<file path="config.mk">
export PLATFORM = sky130hd
export DESIGN_NAME = uc_multiciclo
export DESIGN_NICKNAME = d
export VERILOG_FILES = /design/src/rtl/uc_multiciclo.sv
export SDC_FILE = /design/constraint.sdc
export NUM_CORES = 1
export LEC_CHECK = 0
export ABC_CLOCK_PERIOD_IN_PS = 4240
export CAP_MARGIN = 30
export CORE_MARGIN = 5
export CORE_UTILIZATION = 46
export CTS_CLUSTER_SIZE = 12
export DETAILED_ROUTE_END_ITERATION = 16
export PLACE_DENSITY = 0.88
export SYNTH_ARGS = -nofsm -noshare
export SYNTH_HDL_FRONTEND = slang
export SYNTH_SLANG_ARGS = --single-unit
export TNS_END_PERCENT = 5
</file>
<file path="constraint.sdc">
create_clock -name CLK -period 4.24 [get_ports CLK]
set_input_delay 0.848 -clock CLK [delete_from_list [all_inputs] [get_ports CLK]]
set_output_delay 0.848 -clock CLK [all_outputs]
set_load 0.01 [all_outputs]
</file>
<file path="src/rtl/uc_multiciclo.sv">
// Multicycle RISC-V subset control unit: one Moore FSM that sequences the datapath
// through fetch/decode/execute/memory/writeback, with a wait counter covering memory latency.
module uc_multiciclo #(
  parameter int MEM_LAT = 2,
  parameter int CNT_W   = 4
) (
  input  logic       CLK,
  input  logic       RESET_N,
  input  logic [6:0] OPCODE,
  input  logic [2:0] FUNCT3,
  input  logic [6:0] FUNCT7,
  input  logic       ZERO,
  output logic       PC_WRITE,
  output logic       IR_WRITE,
  output logic       LOAD_A,
  output logic       LOAD_B,
  output logic       LOAD_ALUOUT,
  output logic       MDR_LOAD,
  output logic       MEM_WRITE,
  output logic       BANCO_WRITE,
  output logic       RESET_WIRE,
  output logic       IORD,
  output logic       PC_SRC,
  output logic [1:0] ALU_SRCA,
  output logic [1:0] ALU_SRCB,
  output logic [1:0] MEM_TO_REG,
  output logic [2:0] ALU_SELECTOR,
  output logic       EXCEPTION,
  output logic [4:0] ESTADO_ATUAL
);

  typedef enum logic [4:0] {
    RESET_ST = 5'd0,
    FETCH    = 5'd1,
    DECODE   = 5'd2,
    EXEC_R   = 5'd3,
    EXEC_I   = 5'd4,
    ADDR     = 5'd5,
    MEM_RD   = 5'd6,
    MEM_WR   = 5'd7,
    WB_ALU   = 5'd8,
    WB_MEM   = 5'd9,
    BRANCH   = 5'd10,
    LUI      = 5'd11,
    JAL      = 5'd12,
    TRAP     = 5'd13
  } state_t;

  localparam logic [6:0] OP_R   = 7'b0110011;
  localparam logic [6:0] OP_I   = 7'b0010011;
  localparam logic [6:0] OP_LD  = 7'b0000011;
  localparam logic [6:0] OP_SD  = 7'b0100011;
  localparam logic [6:0] OP_BR  = 7'b1100011;
  localparam logic [6:0] OP_LUI = 7'b0110111;
  localparam logic [6:0] OP_JAL = 7'b1101111;

  localparam logic [CNT_W-1:0] LAST_CNT = CNT_W'(MEM_LAT - 1);

  state_t           state;
  state_t           state_nx;
  logic [CNT_W-1:0] cnt;
  logic             last;
  logic             waiting;
  logic             r_ok;
  logic [2:0]       r_sel;

  assign last         = (cnt == LAST_CNT);
  assign waiting      = (state == FETCH) || (state == MEM_RD) || (state == MEM_WR);
  assign ESTADO_ATUAL = state;

  // R-type legality and ALU operation from funct7/funct3
  always_comb begin
    r_ok  = 1'b0;
    r_sel = 3'b001;
    case ({FUNCT7, FUNCT3})
      {7'b0000000, 3'b000}: begin r_ok = 1'b1; r_sel = 3'b001; end
      {7'b0100000, 3'b000}: begin r_ok = 1'b1; r_sel = 3'b010; end
      {7'b0000000, 3'b111}: begin r_ok = 1'b1; r_sel = 3'b011; end
      {7'b0000000, 3'b010}: begin r_ok = 1'b1; r_sel = 3'b111; end
      default:              begin r_ok = 1'b0; r_sel = 3'b001; end
    endcase
  end

  // Counter restarts whenever the state changes, so it is 0 on entry to every wait state
  always_ff @(posedge CLK or negedge RESET_N) begin
    if (!RESET_N) begin
      state <= RESET_ST;
      cnt   <= '0;
    end else begin
      state <= state_nx;
      cnt   <= (waiting && (state_nx == state)) ? cnt + CNT_W'(1) : '0;
    end
  end

  always_comb begin
    state_nx     = state;
    PC_WRITE     = 1'b0;
    IR_WRITE     = 1'b0;
    LOAD_A       = 1'b0;
    LOAD_B       = 1'b0;
    LOAD_ALUOUT  = 1'b0;
    MDR_LOAD     = 1'b0;
    MEM_WRITE    = 1'b0;
    BANCO_WRITE  = 1'b0;
    RESET_WIRE   = 1'b0;
    IORD         = 1'b0;
    PC_SRC       = 1'b0;
    ALU_SRCA     = 2'd0;
    ALU_SRCB     = 2'd0;
    MEM_TO_REG   = 2'd0;
    ALU_SELECTOR = 3'b000;
    EXCEPTION    = 1'b0;
    case (state)
      RESET_ST: begin
        RESET_WIRE = 1'b1;
        state_nx   = FETCH;
      end
      FETCH: begin
        if (last) begin
          IR_WRITE     = 1'b1;
          ALU_SRCB     = 2'd1;
          ALU_SELECTOR = 3'b001;
          PC_WRITE     = 1'b1;
          state_nx     = DECODE;
        end
      end
      DECODE: begin
        // Branch target OLD_PC+IMM is precomputed into ALUOUT here
        LOAD_A       = 1'b1;
        LOAD_B       = 1'b1;
        ALU_SRCA     = 2'd2;
        ALU_SRCB     = 2'd2;
        ALU_SELECTOR = 3'b001;
        LOAD_ALUOUT  = 1'b1;
        case (OPCODE)
          OP_R:         state_nx = r_ok ? EXEC_R : TRAP;
          OP_I:         state_nx = (FUNCT3 == 3'b000) ? EXEC_I : TRAP;
          OP_LD, OP_SD: state_nx = (FUNCT3 == 3'b011) ? ADDR : TRAP;
          OP_BR:        state_nx = (FUNCT3 == 3'b000 || FUNCT3 == 3'b001) ? BRANCH : TRAP;
          OP_LUI:       state_nx = LUI;
          OP_JAL:       state_nx = JAL;
          default:      state_nx = TRAP;
        endcase
      end
      EXEC_R: begin
        ALU_SRCA     = 2'd1;
        ALU_SRCB     = 2'd0;
        ALU_SELECTOR = r_sel;
        LOAD_ALUOUT  = 1'b1;
        state_nx     = WB_ALU;
      end
      EXEC_I: begin
        ALU_SRCA     = 2'd1;
        ALU_SRCB     = 2'd2;
        ALU_SELECTOR = 3'b001;
        LOAD_ALUOUT  = 1'b1;
        state_nx     = WB_ALU;
      end
      WB_ALU: begin
        BANCO_WRITE = 1'b1;
        state_nx    = FETCH;
      end
      ADDR: begin
        ALU_SRCA     = 2'd1;
        ALU_SRCB     = 2'd2;
        ALU_SELECTOR = 3'b001;
        LOAD_ALUOUT  = 1'b1;
        state_nx     = (OPCODE == OP_LD) ? MEM_RD : MEM_WR;
      end
      MEM_RD: begin
        IORD = 1'b1;
        if (last) begin
          MDR_LOAD = 1'b1;
          state_nx = WB_MEM;
        end
      end
      WB_MEM: begin
        BANCO_WRITE = 1'b1;
        MEM_TO_REG  = 2'd1;
        state_nx    = FETCH;
      end
      MEM_WR: begin
        IORD      = 1'b1;
        MEM_WRITE = 1'b1;
        if (last) state_nx = FETCH;
      end
      BRANCH: begin
        ALU_SRCA     = 2'd1;
        ALU_SRCB     = 2'd0;
        ALU_SELECTOR = 3'b010;
        PC_SRC       = 1'b1;
        PC_WRITE     = (FUNCT3 == 3'b000) ? ZERO : ~ZERO;
        state_nx     = FETCH;
      end
      LUI: begin
        BANCO_WRITE = 1'b1;
        MEM_TO_REG  = 2'd3;
        state_nx    = FETCH;
      end
      JAL: begin
        // PC still holds PC+4 this cycle, so the link value is written as it is replaced
        BANCO_WRITE = 1'b1;
        MEM_TO_REG  = 2'd2;
        PC_SRC      = 1'b1;
        PC_WRITE    = 1'b1;
        state_nx    = FETCH;
      end
      TRAP: begin
        EXCEPTION = 1'b1;
      end
      default: state_nx = RESET_ST;
    endcase
  end

endmodule
</file>
==> impl_metrics.yaml <==
setup_path:
  cp.required_ns: 3.39
  path_class: "in2out"
  r2r_start: "cnt[1]"
  crit_path_start: "FUNCT3[2]"
  crit_arrival_ns: 3.04
  worstSetupEndpointType: "primary output"
  crit_fanout: 8
  critPathLaunchType: "input pin"
synth:
  yosys-top-cells-area: "dfrtp_1 (20%), nor2_1 (8.1%), a211oi_1 (5.4%)"
  synth_cells: 148
  ys_types: 48
  ys_warn_count: 0
  synth-seq-cells: 9
  yosysMostFrequentCell: "nor2_1"
  synth-edff-count: 0
  synth_nets: 170
  netlist_area_um2: 1110
  synth-async-reset-ratio_pct: 100
  yosys_most_used_dff: "dfrtp_1"
  syn_avg_cell_area_um2: 7.48
  synth-seq-area-share_pct: 20.3
  synth_top_area_cell: "dfrtp_1"
  synth_top_area_share_pct: 20.3
  netlist_top_cells_count: "nor2_1 (24), a21oi_1 (10), dfrtp_1 (9), nor3_1 (9)"
drt:
  wl_per_cell_um: 15.4
  antenna_left: 0
  drt_wl_total_mm: 3.28
  firstDrtPassIters: 4
  viasPerCell: 5.97
  vias: 1271
  drt_iter0_markers: 49
  drc_errors: 0
timing:
  drv_slew: 0
  worst_slew_pin_slew_ns: 0.583
  relSlewSlack_pct: 61.1
  finClkSkew_ns: 0.00241
  rsz0062_at_grt: "no"
  setup_viol: 0
  min_period_over_period_pct: 91.7
  finalHoldViolCount: 0
  fin_crit_ns: 3.89
  fmax_mhz: 257
  tns_ns: 0
finish:
  syn_to_final_growth_pct: 39.9
  drive_above_1_share_pct: 6.49
  num_antenna_cells: 0
  multi_input_area_um2: 793
  nFillCells: 191
  fin_nets: 208
  register_area_um2: 225
global_route:
  grt_pass1_vias: 1116
  grt_usage_pct: 19.0
  grt_start_max_net_pins: 20
  overflow: 0
  antenna_found_initial: 0
  grt_pass1_wl_mm: 5.23
floorplanning:
  num_rows: 17
  die_x_um: 59.1
  die_y_um: 59.1
  die-area_um2: 3490
  boundaryPins: 46
  core_area_um2: 2250
  start_util_pct: 49.1
power_and_ir_drop:
  p_total_w: 0.000266
  peakVddDrop_mv: 0.225
  sequentialPowerShare_pct: 39.1
  p_int_w: 0.000175
  switching_share_pct: 34.3
  power_density_nw_per_um2: 172
  p_leak_nw: 0.524
  power.share.clock_pct: 24.3
  p_sw_w: 0.0000912
  combPwrFrac_pct: 36.6
clock_tree:
  clk_latency_ns: 0.26
  tritoncts: "yes"
  clk_pin_slew_ns: 0.06
  cts_buffers: 3
  cts_setup_buffers: 0
  root_buffer: "clkbuf_4"
  clkSinkCount: 9
  cts_max_path_buffers: 2
  cts-resized-gates: 0
  htree_levels: 1
  postCtsHoldBufs: 0
hold_path:
  hp-start: "cnt[0]"
  holdCritPathClass: "reg2reg"
placed_design:
  dp_hpwl_mm: 2.65
  numPortBuffers: 45
  gp_congestion: 0.824
run:
  maxCapViolCount: 0
run_status:
  run_status: "finished, final reports clean"
[metal layers]
| metal | up-vias | global-route usage [%] | part of all wire, % |
|---|---|---|---|
| met5 | - | 0 | 0 |
| met4 | 0 | 1.94 | 0 |
| met3 | 0 | 3.05 | 7.2 |
| met2 | 49 | 35.2 | 52 |
| met1 | 593 | 23.7 | 41 |
| li1 | 629 | - | - |
[path summary, 6_finish.rpt]
kind / cells after the start / end / slack [ns]
max in group asynchronous: 1 / ESTADO_ATUAL[2] / 3.08
hold reg to reg: 1 / cnt[0] / 0.51
setup / recovery: 6 / ALU_SELECTOR[1] / 0.35
hold / removal: 1 / cnt[0] / 0.51
min in group asynchronous: 1 / cnt[2] / 0.88
setup reg to reg: 6 / ESTADO_ATUAL[0] / 2.40
[critical path: stages]
cell	delay [ns]
clkdlybuf4s50_1	0.57
nor3_4	0.30
nand2_1	0.10
a211o_1	0.27
a2111oi_2	0.35
clkdlybuf4s50_1	0.59
[sequential cells by signal, summed over array words and instances (netlist names)]
name / cells
ESTADO_ATUAL: 5
cnt: 4
[power groups by stage]
| stage | clock [W] | sequential [W] | combinational, W |
|---|---|---|---|
| 6_report | 0.0000647 | 0.000104 | 0.0000972 |
| 5_1_grt | 0.0000712 | 0.000106 | 0.000105 |
| 4_1_cts | 0.0000666 | 0.000104 | 0.0000965 |
| 3_5_place_dp | 0 | 0.000105 | 0.0000960 |
| 3_3_place_gp | 0 | 0.000105 | 0.0000934 |
| 2_1_floorplan | 0 | 0.0000976 | 0.0000573 |
[kinds of logic after synthesis]
| family | Yosys count | synth area share (%) |
|---|---|---|
| compound gates | 41 | 26.1 |
| xor+xnor | 4 | 3.16 |
| fa+ha+maj | 2 | 2.26 |
| buf+inv | 17 | 8.02 |
| flops | 9 | 20.3 |
| mux | 1 | 0.904 |
| other cells | 1 | 0.339 |
| simple gates | 73 | 38.9 |
[placed cells by master (no fill, tap or decap), types with 2 or more instances in the layout]
cell type,instances
a21oi_1,10
and4b_1,2
o211ai_1,2
clkdlybuf4s50_1,45
dfrtp_1,9
a2111oi_0,2
o21ai_0,6
inv_1,5
a211o_1,2
nand2b_1,8
ha_1,2
a31oi_1,2
a2111oi_2,2
nand3_1,3
nor3b_1,2
xnor2_1,3
clkbuf_4,3
nor4bb_1,2
o31ai_1,4
nor3_1,9
a211oi_1,8
nand2_1,5
nor2_1,24
nor4_1,2
[final cells by class]
| cell class | count | area share [%] |
|---|---|---|
| Tap cell | 28 | 2.26 |
| Inverter | 5 | 1.21 |
| Clock buffer | 4 | 1.70 |
| Timing Repair Buffer | 45 | 29.1 |
| Sequential cell | 9 | 14.5 |
| Multi-Input combinational cell | 122 | 51.2 |
[through the flow]
| stage | hold WS, ns | util, % | std cells | cell area, um2 | setup WS, ns |
|---|---|---|---|---|---|
| after global placement | 0.481 | 67.5 | 209 | 1520 | 0.415 |
| after detailed placement | 0.499 | 67.5 | 209 | 1520 | 0.375 |
| after CTS | 0.509 | 68.7 | 213 | 1550 | 0.367 |
| after global routing | 0.524 | 68.7 | 213 | 1550 | 0.281 |
| after floorplan | 0.460 | - | 148 | 1110 | 1.42 |
| final | 0.508 | 68.7 | 213 | 1550 | 0.352 |
No activity file was read; power rests on OpenSTA's default activity.
